`src/rtl/serializer_pkg.sv`:
```
// Shared types, constants and helpers for the packed byte serializer.
package serializer_pkg;

    localparam int DATA_BITS = 8;
    localparam logic TX_IDLE = 1'b1;
    localparam logic START_LVL = 1'b0;

    typedef enum logic [2:0] {
        IDLE   = 3'd0,
        START  = 3'd1,
        DATA   = 3'd2,
        PARITY = 3'd3,
        STOP   = 3'd4
    } state_t;

    // Clock cycles from the falling edge of the start bit to the end of the stop bit.
    function automatic int frame_len(input int clks_per_bit, input int parity_en);
        return (10 + parity_en) * clks_per_bit;
    endfunction

    // Even parity: the returned bit makes the total count of ones even.
    function automatic logic even_parity(input logic [DATA_BITS-1:0] d);
        return ^d;
    endfunction

endpackage

```
`src/rtl/serializer_bit_timer.sv`:
```
// Bit-period timer: bit_end is high in the last clock cycle of every serial bit.
module serializer_bit_timer #(
    parameter int CLKS_PER_BIT = 4
) (
    input  logic clk,
    input  logic rst,
    input  logic restart,
    output logic bit_end
);

    localparam int W = $clog2(CLKS_PER_BIT) + 1;
    localparam logic [W-1:0] LAST = W'(CLKS_PER_BIT - 1);

    logic [W-1:0] r_cnt;

    assign bit_end = (r_cnt == LAST);

    // Cycle counter, wraps at the end of each bit period and is held at zero by restart.
    always_ff @(posedge clk) begin
        if (rst) begin
            r_cnt <= '0;
        end else if (restart || bit_end) begin
            r_cnt <= '0;
        end else begin
            r_cnt <= r_cnt + W'(1'b1);
        end
    end

endmodule

```
`src/rtl/packed_byte_serializer.sv`:
```
// Accepts packed status bytes into a one-entry holding register and shifts them
// out as framed serial words: start, 8 data bits MSB first, optional even parity, stop.
module packed_byte_serializer
    import serializer_pkg::*;
#(
    parameter int CLKS_PER_BIT = 4,
    parameter int PARITY_EN    = 1
) (
    input  logic       clk,
    input  logic       rst,
    input  logic       in_valid,
    input  logic [7:0] in_data,
    output logic       in_ready,
    output logic       tx,
    output logic       busy,
    output logic       frame_done
);

    state_t      r_state;
    state_t      w_state_next;
    logic [7:0]  r_hold;
    logic [7:0]  w_hold_next;
    logic        r_hold_full;
    logic        w_hold_full_next;
    logic [7:0]  r_sr;
    logic [7:0]  w_sr_next;
    logic [2:0]  r_bit_cnt;
    logic [2:0]  w_bit_cnt_next;
    logic        r_par;
    logic        w_par_next;
    logic        r_tx;
    logic        w_tx_next;
    logic        w_load;
    logic        w_bit_end;
    logic        w_restart;

    // The timer is parked at zero while idle so the start bit always gets a full period.
    assign w_restart = (r_state == IDLE);

    serializer_bit_timer #(
        .CLKS_PER_BIT(CLKS_PER_BIT)
    ) u_bit_timer (
        .clk    (clk),
        .rst    (rst),
        .restart(w_restart),
        .bit_end(w_bit_end)
    );

    assign in_ready   = !r_hold_full;
    assign tx         = r_tx;
    assign busy       = (r_state != IDLE);
    assign frame_done = (r_state == STOP) && w_bit_end;

    // Next-state, holding register, shifter and line-level logic.
    always_comb begin
        w_state_next     = r_state;
        w_hold_next      = r_hold;
        w_hold_full_next = r_hold_full;
        w_sr_next        = r_sr;
        w_bit_cnt_next   = r_bit_cnt;
        w_par_next       = r_par;
        w_tx_next        = r_tx;
        w_load           = 1'b0;

        if (in_valid && !r_hold_full) begin
            w_hold_next      = in_data;
            w_hold_full_next = 1'b1;
        end else begin
            w_hold_full_next = r_hold_full;
        end

        case (r_state)
            IDLE: begin
                if (r_hold_full) begin
                    w_load = 1'b1;
                end else begin
                    w_tx_next = TX_IDLE;
                end
            end
            START: begin
                if (w_bit_end) begin
                    w_state_next   = DATA;
                    w_bit_cnt_next = 3'd0;
                    w_tx_next      = r_sr[7];
                end else begin
                    w_tx_next = START_LVL;
                end
            end
            DATA: begin
                if (w_bit_end) begin
                    if (r_bit_cnt == 3'(DATA_BITS - 1)) begin
                        if (PARITY_EN != 0) begin
                            w_state_next = PARITY;
                            w_tx_next    = r_par;
                        end else begin
                            w_state_next = STOP;
                            w_tx_next    = TX_IDLE;
                        end
                    end else begin
                        w_sr_next      = {r_sr[6:0], 1'b0};
                        w_bit_cnt_next = r_bit_cnt + 3'd1;
                        w_tx_next      = r_sr[6];
                    end
                end else begin
                    w_tx_next = r_tx;
                end
            end
            PARITY: begin
                if (w_bit_end) begin
                    w_state_next = STOP;
                    w_tx_next    = TX_IDLE;
                end else begin
                    w_tx_next = r_tx;
                end
            end
            STOP: begin
                if (w_bit_end) begin
                    if (r_hold_full) begin
                        w_load = 1'b1;
                    end else begin
                        w_state_next = IDLE;
                        w_tx_next    = TX_IDLE;
                    end
                end else begin
                    w_tx_next = TX_IDLE;
                end
            end
            default: begin
                w_state_next = IDLE;
                w_tx_next    = TX_IDLE;
            end
        endcase

        // Loading only happens while hold is full, so it never collides with an accept.
        if (w_load) begin
            w_state_next     = START;
            w_sr_next        = r_hold;
            w_par_next       = even_parity(r_hold);
            w_hold_full_next = 1'b0;
            w_tx_next        = START_LVL;
        end else begin
            w_sr_next = w_sr_next;
        end
    end

    // State and datapath registers.
    always_ff @(posedge clk) begin
        if (rst) begin
            r_state     <= IDLE;
            r_hold      <= 8'h00;
            r_hold_full <= 1'b0;
            r_sr        <= 8'h00;
            r_bit_cnt   <= 3'd0;
            r_par       <= 1'b0;
            r_tx        <= TX_IDLE;
        end else begin
            r_state     <= w_state_next;
            r_hold      <= w_hold_next;
            r_hold_full <= w_hold_full_next;
            r_sr        <= w_sr_next;
            r_bit_cnt   <= w_bit_cnt_next;
            r_par       <= w_par_next;
            r_tx        <= w_tx_next;
        end
    end

endmodule

```
`config.mk`:
```
export PLATFORM = sky130hd
export DESIGN_NAME = packed_byte_serializer
export DESIGN_NICKNAME = d
export VERILOG_FILES = /design/src/rtl/serializer_pkg.sv /design/src/rtl/serializer_bit_timer.sv /design/src/rtl/packed_byte_serializer.sv
export SDC_FILE = /design/constraint.sdc
export NUM_CORES = 1
export LEC_CHECK = 0
export CAP_MARGIN = 20
export CELL_PAD_IN_SITES_DETAIL_PLACEMENT = 1
export CELL_PAD_IN_SITES_GLOBAL_PLACEMENT = 1
export CORE_ASPECT_RATIO = 1.4
export CORE_MARGIN = 3
export CORE_UTILIZATION = 38
export DETAILED_ROUTE_END_ITERATION = 8
export PLACE_DENSITY = 0.85
export RECOVER_POWER = 25
export SYNTH_ARGS = -nofsm -noshare
export SYNTH_HDL_FRONTEND = slang
export SYNTH_SLANG_ARGS = --single-unit
```
`constraint.sdc`:
```
create_clock -name clk -period 1.39 [get_ports clk]
set_input_delay 0.278 -clock clk [delete_from_list [all_inputs] [get_ports clk]]
set_output_delay 0.278 -clock clk [all_outputs]
set_load 0.01 [all_outputs]
```
* Yosys cells after proc, flatten, opt, wreduce, memory -nomap -nowiden
Index checks and enable logic that the tools add are counted.
** Operators by class
- Divide/modulo/power cells :: 0
- Bitwise operators :: 1
- Reduce and logical (&&, ||, !) cells :: 17
- Add/sub/neg operators :: 2
- Order comparisons :: 0
- Shifts and indexed selects :: 0
- Multiply operators :: 0
- Muxes and demuxes :: 27
- Equality and inequality tests :: 21
** Operators with widths (count)
- 8-bit 2-to-1 mux :: 4
- 3-bit 2-to-1 mux :: 9
- 3-bit one-hot mux with 5 select lines :: 1
- 7-bit AND reduction :: 2
- 3-bit by 2-bit != test with 1-bit output, second input constant :: 4
- 1-bit 2-to-1 mux :: 10
- 2-bit != test, second input constant :: 5
- 3-bit by 2-bit == test with 1-bit output, second input constant :: 3
- 2-bit by 1-bit != test with 1-bit output, second input constant :: 4
- 8-bit XOR reduction :: 1
- 3-bit by 1-bit adder with 3-bit output, second input constant :: 2
- 3-bit == test, second input constant :: 2
- 3-bit != test, second input constant :: 2
- 3-bit one-hot mux with 2 select lines :: 1
- 2-bit nonzero test :: 3
- 1-bit one-hot mux with 5 select lines :: 1
- 4-bit AND reduction :: 1
- 2-bit OR reduction :: 2
- 3-bit by 1-bit == test with 1-bit output, second input constant :: 1
- 3-bit zero test :: 1
- 3-bit AND reduction :: 1
- 3-bit nonzero test :: 1
- 1-bit logical AND :: 2
- 1-bit one-hot mux with 2 select lines :: 1
- 4 further kinds :: 4
** Word-level totals
- Flip-flop bits (word level) :: 28
- Latch bits :: 0
- Output and inout bits :: 4
- Memory bits (read-only) :: 0
- Bits in writable memories :: 0
- Memories :: 0
- Logic and storage cells :: 77

* Depth between registers and ports, before layout
- Word-level depth :: 5
- Depth in mapped cells :: 7
- Gate-level depth less buffers :: 6

* Hierarchy
A second synthesis with hierarchy kept.
** Unflattened totals
- Cell total of the unflattened synthesis :: 152
- Area total of the unflattened synthesis :: 1376.3 um2
** Modules (own cells, without submodules)
- packed_byte_serializer :: seq. area each 500.5 um2, cells an instance 143, area an instance 1260.0 um2, instances 1
- serializer_bit_timer :: seq. area each 60.1 um2, cells an instance 9, area an instance 116.4 um2, instances 1

* Least setup slack after synthesis
OpenSTA, ideal clock, no wires.
- Path type :: reg-to-reg
- Start point :: reg u_bit_timer.r_cnt[0]
- End point :: reg r_state[0]
- Arrival time :: 1.390 ns
- Cell stages (with the launch flop) :: 8
- Path buffers :: 1
- Path slack :: -0.128 ns
- Cell sequence :: dfxtp_1 -> ha_1 -> ha_1 -> buf_2 -> and3b_1 -> a32o_1 -> o21ai_0 -> nor2_1
** On the way
- Longest elaborated chain between the ends :: 5
** RTL lines
- start: declaration :: line serializer_bit_timer.sv:14 : logic [W-1:0] r_cnt;
- start signal: assignment :: line serializer_bit_timer.sv:25 : r_cnt <= r_cnt + W'(1'b1);
- 3-bit by 2-bit == test with 1-bit output (*) :: line serializer_bit_timer.sv:16 : assign bit_end = (r_cnt == LAST);
- 1-bit 2-to-1 mux :: line packed_byte_serializer.sv:117 : if (w_bit_end) begin
- 1-bit one-hot mux with 2 select lines :: line packed_byte_serializer.sv:72 : case (r_state)
- 3-bit by 2-bit != test with 1-bit output (no source line), or another cell as far along
- 7-bit AND reduction (no source line)
- end signal: assignment :: line packed_byte_serializer.sv:157 : r_state <= w_state_next;
- end: declaration :: line packed_byte_serializer.sv:19 : state_t r_state;
Mark *: on every way between the ends. The rest lies on a longest branch, timed or not.
A chain may end at the register's enable or synchronous reset.

* Final worst setup path
- Start point :: reg u_bit_timer.r_cnt[1]
- End point :: reg r_sr[7]
** On the way
- Longest elaborated chain between the ends :: 5
** RTL lines
- 3-bit by 2-bit == test with 1-bit output (*) :: line serializer_bit_timer.sv:16
- 1-bit 2-to-1 mux :: line packed_byte_serializer.sv:117
- 1-bit one-hot mux with 2 select lines :: line packed_byte_serializer.sv:72
- 2-bit != test (no source line) / 2-bit nonzero test (equally long branches)
- 3-bit AND reduction (no source line)
- end signal: assignment :: line packed_byte_serializer.sv:160 : r_sr <= w_sr_next;
- end: declaration :: line packed_byte_serializer.sv:25 : logic [7:0] r_sr;
Marks and branches as above.

==> impl_metrics.toml <==
[yosys]
synthesis.yosys.warnings = 0
syn-num-nets = 167
syn_avg_cell_area_sq_um = 9.07
synth_flop_cell = "dfxtp_1"
ys_ff_latch = 28
async_reset_ff_frac = 0
syn_area_sq_mm = 0.00138
yosys-top-cells-area = "dfxtp_1 41%, mux2i_1 6.5%, nor2_1 6.5%"
synth.largest_area_cell = "dfxtp_1"
yosysSeqAreaShare = 0.407
synth_edf_count = 0
ys_types = 37
netlist_instances = 152
yosysTopAreaCellShare = 0.407

[timing]
layout_min_cycle_time_ps = 1540
worst_pin_slew_ps = 321
finalSetupViolCount = 16
fin_skew_ps = 3.83
relSlewSlack = 0.783
finalSetupTns_ps = -1480
setup_ws_ps = -152
slew_viol_final = 0
final-hold-violation-count = 0
period_share = 1.11
whs_ps = 436
rsz0062_at_grt = "true"
max_freq_mhz = 649

[cells_and_area]
stdcell_area_sq_mm = 0.00196
fillers = 383
final_nets = 198
register_area_sq_um = 572
multi_input_area_sq_um = 931
antennaDiodeCount = 0
synthToLayoutAreaGrowth_pct = 42.0
drive_above_1_share = 0.379

[placed_design]
dpl_cell_area_sq_mm = 0.00166
hpwl_um = 2420
io_buffers = 14
globalplace.congestion = 0.787
pre_cts_slack_ps = -191

[clock_tree]
cts_root_buffer = "clkbuf_8"
worstSkewPairLatency_ps = 280
hold_buffers = 0
cts_made_buffers = 3
clk_pin_slew_ps = 100
cts.sinks = 28
cts_tree = "done"
cts_buffer_depth = 2
htreeDepth = 1

[power_and_ir_drop]
peakVddDrop_mv = 0.682
total_leakage_power_nw = 0.781
cellPowerDensity_mw_per_mm2 = 953
finalPower_w = 0.00187

[setup_path]
path_class = "reg -> reg"
endpoint_kind = "flip-flop"
cp_max_fo = 8
r2r_slack_ps = -150
critPathLaunchType = "flip-flop"
required_ps = 1580
crit_arrival_ps = 1730

[route]
post_drt_via_cell_ratio = 5.37
wl_per_cell_um = 16.8
drcViolationCount = 0
drtIter0Drc = 24
routed_wirelength_um = 3730
dr_total_vias = 1193
dr.pass1.iters = 4
drt.antenna.violating_nets = 0

[floorplan]
ios = 15
initial_utilization = 0.401
dieArea_sq_mm = 0.00440
die_h_um = 77.3
dieWidth_um = 56.9
core_sq_mm = 0.00344
num_rows = 25

[grt]
antenna_found_initial = 0
overflow = 0
grt_usage = 0.163
grt_pass1_wl_um = 5690
grt_max_degree = 23
grt_pass1_vias = 1293

[status]
status = "finished, violations left"
violations = "setup timing"

[run]
maxCapViolCount = 0

[hold_path]
hp-class = "reg -> reg"
report_power, final:
part           total [W]  switching, W  internal, W
Combinational   0.000323      0.000157     0.000166
Sequential      0.000896     0.0000456     0.000850
Clock           0.000648      0.000262     0.000386
critical path, stage by stage (launching register included):
cell and delay, ps:
dfxtp_2 360, ha_4 140, ha_4 150, nand3b_4 90, buf_6 120, nor3_4 100
buf_6 170, nand2_2 60, a311oi_2 260
flip-flops by register name, indices dropped and copies added, names as in the netlist:
| signal | flops |
|---|---|
| r_bit_cnt | 3 |
| r_hold | 8 |
| r_hold_full | 1 |
| r_par | 1 |
| r_sr | 8 |
| r_state | 3 |
| tx | 1 |
| u_bit_timer.r_cnt | 3 |
what timing repair did:
item	CTS	global route
resized for setup	27	19
pin swaps	7	16
cloned	0	1
endpoints found under the setup margin	18	18
buffers inserted	3	6
per-stage QoR:
| stage | cells | utilization |
|---|---|---|
| 6_report | 222 | 0.569 |
| 4_1_cts | 215 | 0.526 |
| 5_1_grt | 222 | 0.569 |
| 3_5_place_dp | 208 | 0.484 |
| 2_1_floorplan | 152 | - |
| 3_3_place_gp | 208 | 0.484 |
layout by cell type, fill, tap and decap left out, drive strengths merged, types with 2 or more instances in the layout:
master and count:
nor3 5, xnor2 8, mux2i 9, clkdlybuf4s50 10, nand2 19, nor2b 2, a211oi 2, buf 23
a311oi 7, clkbuf 3, or3 2, a21oi 6, o21ai 3, dlygate4sd2 2, ha 4, o2111ai 2
nand3 3, nor2 25, dfxtp 28, and3 3, inv 5
cell usage after synthesis, types with 2 or more instances:
master,count
nor2_1,24
buf_6,3
o2111ai_1,2
and3_1,3
o21ai_0,2
inv_1,5
a311oi_2,2
nor3_1,4
clkbuf_1,4
buf_2,3
a21oi_1,6
nor2b_1,2
nand2_1,17
a211oi_1,2
mux2i_1,9
dfxtp_1,28
a311oi_1,5
xnor2_1,8
nand2_2,2
ha_1,4
area by class of cell:
type                    instances  share of cell area
inverters                       5             0.00958
clock inverters                 1              0.0153
repair buffers                 35               0.161
multi-input cells             110               0.475
clock buffers                   3              0.0211
well taps                      40              0.0256
flip-flops and latches         28               0.292
cell families after synthesis:
family / count (synthesis) / share of synthesized area
buffers and inverters: 15 / 0.0599
AND/OR/NAND/NOR: 64 / 0.240
flip-flops: 28 / 0.407
multiplexers: 10 / 0.0735
adder cells (fa/ha/maj): 4 / 0.0363
AO/OA/AOI/OAI: 23 / 0.132
XOR/XNOR: 8 / 0.0508
final timing paths:
kind | startpoint | endpoint | cells after the start
setup / recovery | u_bit_timer.r_cnt[1] | r_sr[7] | 8
hold / removal | u_bit_timer.r_cnt[0] | u_bit_timer.r_cnt[0] | 1
setup reg to reg | u_bit_timer.r_cnt[1] | r_sr[7] | 8
hold reg to reg | u_bit_timer.r_cnt[0] | u_bit_timer.r_cnt[0] | 1
metal layers:
| metal | track usage | vias up | part of all wire |
|---|---|---|---|
| met5 | 0 | - | 0 |
| met2 | 0.314 | 12 | 0.59 |
| met1 | 0.168 | 587 | 0.38 |
| li1 | - | 590 | - |
| met3 | 0.0269 | 4 | 0.017 |
| met4 | 0.0650 | 0 | 0.012 |
Note: power is estimated with default switching activity, not from simulation.
